$ cat src/rtl/ex_hazard_ctrl_if.sv
// ID-stage register-usage inputs and hazard/forwarding controls exchanged
// between the pipeline datapath (master) and the EX hazard controller (slave).
interface ex_hazard_ctrl_if #(
  parameter int XLEN_REG = 5
);
  logic                id_valid;
  logic [XLEN_REG-1:0] id_rs1;
  logic [XLEN_REG-1:0] id_rs2;
  logic                id_uses_rs1;
  logic                id_uses_rs2;
  logic [XLEN_REG-1:0] id_rd;
  logic                id_reg_write;
  logic                id_mem_read;
  logic                id_multicycle;
  logic                ex_branch_taken;

  logic                stall_if_id;
  logic                flush_if_id;
  logic                bubble_ex;
  logic                ex_hold;
  logic [1:0]          fwd_a;
  logic [1:0]          fwd_b;

  modport master (
    output id_valid, id_rs1, id_rs2, id_uses_rs1, id_uses_rs2, id_rd,
           id_reg_write, id_mem_read, id_multicycle, ex_branch_taken,
    input  stall_if_id, flush_if_id, bubble_ex, ex_hold, fwd_a, fwd_b
  );

  modport slave (
    input  id_valid, id_rs1, id_rs2, id_uses_rs1, id_uses_rs2, id_rd,
           id_reg_write, id_mem_read, id_multicycle, ex_branch_taken,
    output stall_if_id, flush_if_id, bubble_ex, ex_hold, fwd_a, fwd_b
  );
endinterface

$ cat src/rtl/ex_hazard_ctrl.sv
// EX-stage hazard controller: shadows EX/MEM/WB register usage to drive
// operand forwarding, load-use stall, branch flush and multi-cycle hold.
module ex_hazard_ctrl #(
  parameter int MC_CYCLES = 4,
  parameter int XLEN_REG  = 5
) (
  input logic              clk,
  input logic              reset,
  ex_hazard_ctrl_if.slave  bus
);
  localparam int CW = (MC_CYCLES > 1) ? $clog2(MC_CYCLES + 1) : 1;

  typedef struct packed {
    logic                valid;
    logic [XLEN_REG-1:0] rd;
    logic                reg_write;
    logic                mem_read;
    logic [XLEN_REG-1:0] rs1;
    logic [XLEN_REG-1:0] rs2;
    logic                uses_rs1;
    logic                uses_rs2;
  } entry_t;

  typedef enum logic {RUN, MC_HOLD} state_t;

  entry_t          e_q, m_q, w_q;
  entry_t          e_d, m_d, w_d;
  entry_t          id_ent;
  state_t          state_q, state_d;
  logic [CW-1:0]   cnt_q, cnt_d;
  logic            load_use;
  logic            stall, flush, bubble, hold;
  logic [1:0]      fa, fb;

  // Forward from the youngest writer; x0 is never a forwarding source.
  function automatic logic [1:0] fwd_sel(entry_t e, entry_t m, entry_t w,
                                         logic [XLEN_REG-1:0] rs, logic uses);
    logic [1:0] sel;
    sel = 2'b00;
    if (e.valid && uses) begin
      if (m.valid && m.reg_write && (m.rd != '0) && (m.rd == rs))
        sel = 2'b01;
      else if (w.valid && w.reg_write && (w.rd != '0) && (w.rd == rs))
        sel = 2'b10;
    end
    return sel;
  endfunction

  always_comb begin
    id_ent = '0;
    if (bus.id_valid) begin
      id_ent.valid     = 1'b1;
      id_ent.rd        = bus.id_rd;
      id_ent.reg_write = bus.id_reg_write;
      id_ent.mem_read  = bus.id_mem_read;
      id_ent.rs1       = bus.id_rs1;
      id_ent.rs2       = bus.id_rs2;
      id_ent.uses_rs1  = bus.id_uses_rs1;
      id_ent.uses_rs2  = bus.id_uses_rs2;
    end
  end

  assign load_use = e_q.valid && e_q.mem_read && (e_q.rd != '0) && bus.id_valid &&
                    ((bus.id_uses_rs1 && (bus.id_rs1 == e_q.rd)) ||
                     (bus.id_uses_rs2 && (bus.id_rs2 == e_q.rd)));

  always_comb begin
    state_d = state_q;
    cnt_d   = cnt_q;
    e_d     = e_q;
    m_d     = e_q;
    w_d     = m_q;
    stall   = 1'b0;
    flush   = 1'b0;
    bubble  = 1'b0;
    hold    = 1'b0;
    unique case (state_q)
      MC_HOLD: begin
        // EX keeps the long op; MEM drains with bubbles; branches are ignored.
        hold  = 1'b1;
        stall = 1'b1;
        m_d   = '0;
        if (cnt_q <= CW'(1)) begin
          state_d = RUN;
          cnt_d   = '0;
        end else begin
          cnt_d = cnt_q - CW'(1);
        end
      end
      default: begin
        if (bus.ex_branch_taken) begin
          flush  = 1'b1;
          bubble = 1'b1;
          e_d    = '0;
        end else if (load_use) begin
          stall  = 1'b1;
          bubble = 1'b1;
          e_d    = '0;
        end else begin
          e_d = id_ent;
          if (bus.id_valid && bus.id_multicycle && (MC_CYCLES > 1)) begin
            state_d = MC_HOLD;
            cnt_d   = CW'(MC_CYCLES - 1);
          end
        end
      end
    endcase
  end

  always_comb begin
    fa = fwd_sel(e_q, m_q, w_q, e_q.rs1, e_q.uses_rs1);
    fb = fwd_sel(e_q, m_q, w_q, e_q.rs2, e_q.uses_rs2);
  end

  // Reset outranks everything, including a hold already in progress.
  always_comb begin
    bus.stall_if_id = stall  && !reset;
    bus.flush_if_id = flush  && !reset;
    bus.bubble_ex   = bubble && !reset;
    bus.ex_hold     = hold   && !reset;
    bus.fwd_a       = reset ? 2'b00 : fa;
    bus.fwd_b       = reset ? 2'b00 : fb;
  end

  always_ff @(posedge clk) begin
    if (reset) begin
      state_q <= RUN;
      cnt_q   <= '0;
      e_q     <= '0;
      m_q     <= '0;
      w_q     <= '0;
    end else begin
      state_q <= state_d;
      cnt_q   <= cnt_d;
      e_q     <= e_d;
      m_q     <= m_d;
      w_q     <= w_d;
    end
  end
endmodule

$ cat src/flat_wrapper.sv
// flat-port wrapper written by rule: the top's interface ports become plain ports
module ex_hazard_ctrl_flat 
#(
  parameter int MC_CYCLES = 4,
  parameter int XLEN_REG  = 5
)
  (clk, reset, bus_id_valid, bus_id_rs1, bus_id_rs2, bus_id_uses_rs1, bus_id_uses_rs2, bus_id_rd, bus_id_reg_write, bus_id_mem_read, bus_id_multicycle, bus_ex_branch_taken, bus_stall_if_id, bus_flush_if_id, bus_bubble_ex, bus_ex_hold, bus_fwd_a, bus_fwd_b);
  ex_hazard_ctrl_if #(.XLEN_REG(XLEN_REG)) bus_i ();
  input logic clk;
  input logic reset;
  input wire logic [$bits(bus_i.id_valid)-1:0] bus_id_valid;
  input wire logic [$bits(bus_i.id_rs1)-1:0] bus_id_rs1;
  input wire logic [$bits(bus_i.id_rs2)-1:0] bus_id_rs2;
  input wire logic [$bits(bus_i.id_uses_rs1)-1:0] bus_id_uses_rs1;
  input wire logic [$bits(bus_i.id_uses_rs2)-1:0] bus_id_uses_rs2;
  input wire logic [$bits(bus_i.id_rd)-1:0] bus_id_rd;
  input wire logic [$bits(bus_i.id_reg_write)-1:0] bus_id_reg_write;
  input wire logic [$bits(bus_i.id_mem_read)-1:0] bus_id_mem_read;
  input wire logic [$bits(bus_i.id_multicycle)-1:0] bus_id_multicycle;
  input wire logic [$bits(bus_i.ex_branch_taken)-1:0] bus_ex_branch_taken;
  output wire logic [$bits(bus_i.stall_if_id)-1:0] bus_stall_if_id;
  output wire logic [$bits(bus_i.flush_if_id)-1:0] bus_flush_if_id;
  output wire logic [$bits(bus_i.bubble_ex)-1:0] bus_bubble_ex;
  output wire logic [$bits(bus_i.ex_hold)-1:0] bus_ex_hold;
  output wire logic [$bits(bus_i.fwd_a)-1:0] bus_fwd_a;
  output wire logic [$bits(bus_i.fwd_b)-1:0] bus_fwd_b;
  assign bus_i.id_valid = bus_id_valid;
  assign bus_i.id_rs1 = bus_id_rs1;
  assign bus_i.id_rs2 = bus_id_rs2;
  assign bus_i.id_uses_rs1 = bus_id_uses_rs1;
  assign bus_i.id_uses_rs2 = bus_id_uses_rs2;
  assign bus_i.id_rd = bus_id_rd;
  assign bus_i.id_reg_write = bus_id_reg_write;
  assign bus_i.id_mem_read = bus_id_mem_read;
  assign bus_i.id_multicycle = bus_id_multicycle;
  assign bus_i.ex_branch_taken = bus_ex_branch_taken;
  assign bus_stall_if_id = bus_i.stall_if_id;
  assign bus_flush_if_id = bus_i.flush_if_id;
  assign bus_bubble_ex = bus_i.bubble_ex;
  assign bus_ex_hold = bus_i.ex_hold;
  assign bus_fwd_a = bus_i.fwd_a;
  assign bus_fwd_b = bus_i.fwd_b;
  ex_hazard_ctrl #(.MC_CYCLES(MC_CYCLES), .XLEN_REG(XLEN_REG)) u_core (.clk(clk), .reset(reset), .bus(bus_i));
endmodule
$ cat config.mk
export PLATFORM = sky130hd
export DESIGN_NAME = ex_hazard_ctrl_flat
export DESIGN_NICKNAME = d
export VERILOG_FILES = /design/src/rtl/ex_hazard_ctrl_if.sv /design/src/rtl/ex_hazard_ctrl.sv /design/src/flat_wrapper.sv
export SDC_FILE = /design/constraint.sdc
export NUM_CORES = 1
export LEC_CHECK = 0
export BUFFER_PORTS_ARGS = -buffer_cell sky130_fd_sc_hd__buf_2
export CORE_MARGIN = 4
export CORE_UTILIZATION = 40
export CTS_CLUSTER_DIAMETER = 80
export CTS_CLUSTER_SIZE = 14
export DETAILED_ROUTE_END_ITERATION = 10
export PLACE_DENSITY = 0.7
export SETUP_SLACK_MARGIN = 0.5
export SLEW_MARGIN = 20
export SYNTH_ARGS = -nofsm -noshare
export SYNTH_HDL_FRONTEND = slang
export SYNTH_SLANG_ARGS = --single-unit
$ cat constraint.sdc
create_clock -name clk -period 1.85 [get_ports clk]
set_clock_uncertainty 0.2 [all_clocks]
set_input_delay 0.2775 -clock clk [delete_from_list [all_inputs] [get_ports clk]]
set_output_delay 0.2775 -clock clk [all_outputs]
set_load 0.03 [all_outputs]
# Word-level counts from Yosys, hierarchy flattened
# Cells that the tools add are included.
# word_totals
register_bits,38
output_inout_bits,8
# classes
add_sub_neg,1
order_cmp,1
n_eq_ne,8
muxes,29
reduce_logical,29
# ops
op,count
two-way mux 20 bit,3
equality test 5 bit,6
logical AND 1 bit,21
two-way mux 2 bit,8
two-way mux 3 bit,5
nonzero test 5 bit,3
two-way mux 1 bit,13
"inequality test 2 x 1 -> 1 bit, second input constant",2
"less-or-equal comparator 3 x 1 -> 1 bit, second input constant",1
AND reduction 3 bit,1
"subtractor 3 x 1 -> 3 bit, second input constant",1
nonzero test 2 bit,1
OR reduction 2 bit,1
logical NOT 1 bit,1
logical OR 1 bit,1

# Depth between registers and ports, before layout
# logic_depth
ltp_word,8
ltp_mapped,6
depth_no_buf,6

# Worst setup path before layout
# No wires, ideal clock.
# synth_path
path_kind,register to output
start,register u_core.m_q[14] in the netlist's numbering
end,output bus_fwd_b[1]
arrival_ns,1.797
required_time_ns,1.372
setup_slack_ns,-0.425
stages_incl_launch_ff,5
cell_sequence,dfxtp_1 or4_1 o211ai_2 nor4_1 nor3_1
# synth_between
elab_chain_len,6
elab_cells_between_ends,7
cone_classes,eq/ne: 1; mux: 3; reduce/logical: 3
# synth_rtl
element,line_no,text
"start, declared",ex_hazard_ctrl.sv:26,"entry_t e_q, m_q, w_q;"
"start signal, assigned",ex_hazard_ctrl.sv:136,m_q <= m_d;
nonzero test 5 bit,ex_hazard_ctrl.sv:41,if (m.valid && m.reg_write && (m.rd != '0) && (m.rd == rs))
logical AND 1 bit,ex_hazard_ctrl.sv:41,
logical AND 1 bit *,ex_hazard_ctrl.sv:41,
two-way mux 2 bit *,ex_hazard_ctrl.sv:41,
two-way mux 2 bit *,ex_hazard_ctrl.sv:40,if (e.valid && uses) begin
two-way mux 2 bit *,ex_hazard_ctrl.sv:122,bus.fwd_b = reset ? 2'b00 : fb;
"end, declared",flat_wrapper.sv:26,output wire logic [$bits(bus_i.fwd_b)-1:0] bus_fwd_b;
# Mark *: on every way between the ends. The rest lies on a longest branch, timed or not.

# Worst setup path in the final report
# Ends and elaborated chain as after synthesis.

==> run metrics <==
status=complete, but fails checks; placed wire-length estimate=3.34 mm; CP most frequent cell=buf_4; FF-to-FF End=u_core.e_q[14]; Routed Antenna Nets=0; largest net degree at the start of global routing=21; Starting Density=41.9%; worst r2r src=u_core.e_q[14]; # clock sinks=38; Ys Warns=0; initial antenna violation count=0; I/O pin count=32; Layout area overhead=65.9%; RSZ-0062 raised after global routing=true; Synth Register Bits=38; Die Width=73.5 um; Setup crit start kind=flop; final hold violations=0; Design Power=1800 uW; first-pass GRT wire length=7.83 mm; Total Routed Length=5.12 mm; final setup fails=27; crit path max-delay cell type=or4_4; DR DRC count=0; crit-path max cell delay=0.54 ns; Req. time, crit path=1.37 ns; Starting DRT DRC Count=77; global route overflow=0; cell area after layout=0.00284 mm2; FF+latch area=787 um2; synth unique cells=33; CORE AREA=0.00409 mm2; clock root cell=clkbuf_8; wire per inst=17.2 um; Final min period=2.40 ns; failing checks=negative setup slack; CP Capture Type=output port; hold path depth=2; fin. max-slew vios=0; sequence of cells on the critical path=or4_4, o211ai_4, buf_4, nor4_4, nor3_2, buf_4; Multi-input gate area=0.00119 mm2; Pleak=0.00122 uW; GPL Wtd Cong=0.904; deepest clock path buffer count=2; maximum capacitance violations=0; pwr/cell area=634 mW/mm2; die area=0.00540 mm2; Reg2Reg Depth=8; CTS tree=built; fill cell count=292; commonest non-fill, non-tap cells in the layout=buf_4, dfxtp_1, buf_2; Cells after Synth=166; HP Class=input port to flop; vias in the first global route=1,592; Final Hold Slack=0.0217 ns; DR vias/cell=5.35; final worst setup slack=-0.547 ns; fmax=417 MHz; WHS Endpoint=u_core.e_q[3]; syn_area_per_cell=10.3 um2; final worst-path cycle share=130%; Post-Synthesis Cell Area=0.00171 mm2; worst slew pin tran=0.347 ns; Total Nets Final=273; setup TNS=-5.22 ns; CP max FO=2; post-place instance area=0.00229 mm2; register clock-pin slew on the reported worst setup and hold paths=0.08 ns; via count=1,594; Seq/Total Area, Yosys=44.4%; Die H=73.5 um; # rows=23; HP Start=bus_id_rs2[1]; ANT cells=0; CP Class=flop to output port; net count after synthesis=192; Max IR drop VDD=0.803 mV; GRT Overall Usage=19.4%; DRT Pass-1 Iters=5; Crit path arrival time=1.92 ns; H-tree levels=2; layout cells sized above 1=52.8%; worst slew margin relative to its limit=76.8%; TritonCTS buffer count=5; R2R Setup Slk=-0.17 ns; commonest non-fill, non-tap cell in the layout=buf_4; clock insertion delay at the later pin of the skew report=0.30 ns; Buffers on Ports=31
[registers in the layout (all words and copies together), names as in the netlist]
name and cells:
u_core.e_q 20, u_core.w_q 7, u_core.m_q 7, u_core.cnt_q 3, u_core.state_q 1
[repair_timing]
action / in CTS / in global routing
endpoints found under the hold margin: 7 / 0
pin swaps: 15 / 8
endpoints found under the setup margin: 32 / 32
buffers inserted: 5 / 3
hold buffers: 7 / 0
resized for setup: 42 / 14
cloned: 3 / 0
[routing by layer]
| layer | GRT usage (%) | routed length, um | vias up |
|---|---|---|---|
| met3 | 5.75 | 236 | 12 |
| li1 | - | - | 763 |
| met2 | 33.0 | 2630 | 40 |
| met1 | 23.4 | 2150 | 779 |
| met5 | 0 | 0 | - |
| met4 | 6.04 | 106 | 0 |
[worst max path at each step]
stage                     depth (start not counted)  slack, ns      startpoint            to
after floorplan                                   4      -0.23  u_core.m_q[14]  bus_fwd_a[1]
after global placement                            5      -0.20  u_core.m_q[14]  bus_fwd_a[1]
after detailed placement                          5      -0.24  u_core.m_q[14]  bus_fwd_a[1]
after CTS                                         5      -0.53  u_core.w_q[18]  bus_fwd_a[1]
after global routing                              6      -0.61  u_core.m_q[14]  bus_fwd_b[1]
final                                             6      -0.55  u_core.m_q[14]  bus_fwd_b[1]
[final cells by class]
type	count	share of cell area (%)
multi-input cells	117	41.8
repair buffers	80	23.8
inverters	5	0.836
clock inverters	2	0.352
well taps	50	2.20
flip-flops and latches	38	27.7
clock buffers	6	3.30
[where the power goes]
group          switching, uW  internal, uW  total, uW  leakage [uW]
logic                    133           157        290      0.000846
clock network            306           342        649     0.0000561
registers               29.4           836        865      0.000315
total                    469          1340       1800       0.00122
[cell usage after synthesis (all sizes together)]
master	number	share of area (%)
o311a	1	0.58
o21ba	1	0.58
and2	7	2.6
buf	3	1.6
xor2	11	5.6
or4	4	1.8
a21o	2	0.88
nor3	6	1.8
a2111o	1	0.66
a211oi	3	1.9
inv	5	1.1
and3	2	0.73
ha	2	1.5
xnor2	19	9.7
o211ai	2	1.2
nand4	3	1.8
nor4	4	1.8
nand3	5	1.5
nor2	4	0.88
a21oi	6	1.8
dfxtp	38	44
o22ai	1	1.2
o21ai	1	0.29
nor2b	8	2.9
a22o	19	9.7
clkbuf	3	0.66
nand2	5	1.1
[worst max-delay path: cells and delay by family (launching register included)]
family | cells | cell delay [ns]
compound gates | 1 | 0.22
simple gates | 3 | 0.73
flops | 1 | 0.33
buf+inv | 2 | 0.34
[cell families (layout without fill, tap and decap cells)]
group / count (synthesis) / count (layout) / synth area share, %
buf+inv: 11 / 93 / 3.36
compound gates: 37 / 37 / 18.7
simple gates: 48 / 48 / 16.8
flops: 38 / 38 / 44.4
fa+ha+maj: 2 / 2 / 1.46
xor+xnor: 30 / 30 / 15.3
[stage by stage]
stage	instances	setup WS, ns	util [%]
after floorplan	166	-0.228	-
after global placement	272	-0.202	56.1
after detailed placement	272	-0.237	56.1
after CTS	295	-0.533	66.9
after global routing	298	-0.614	69.6
final	298	-0.547	69.6
No activity file was read; power rests on OpenSTA's default activity.
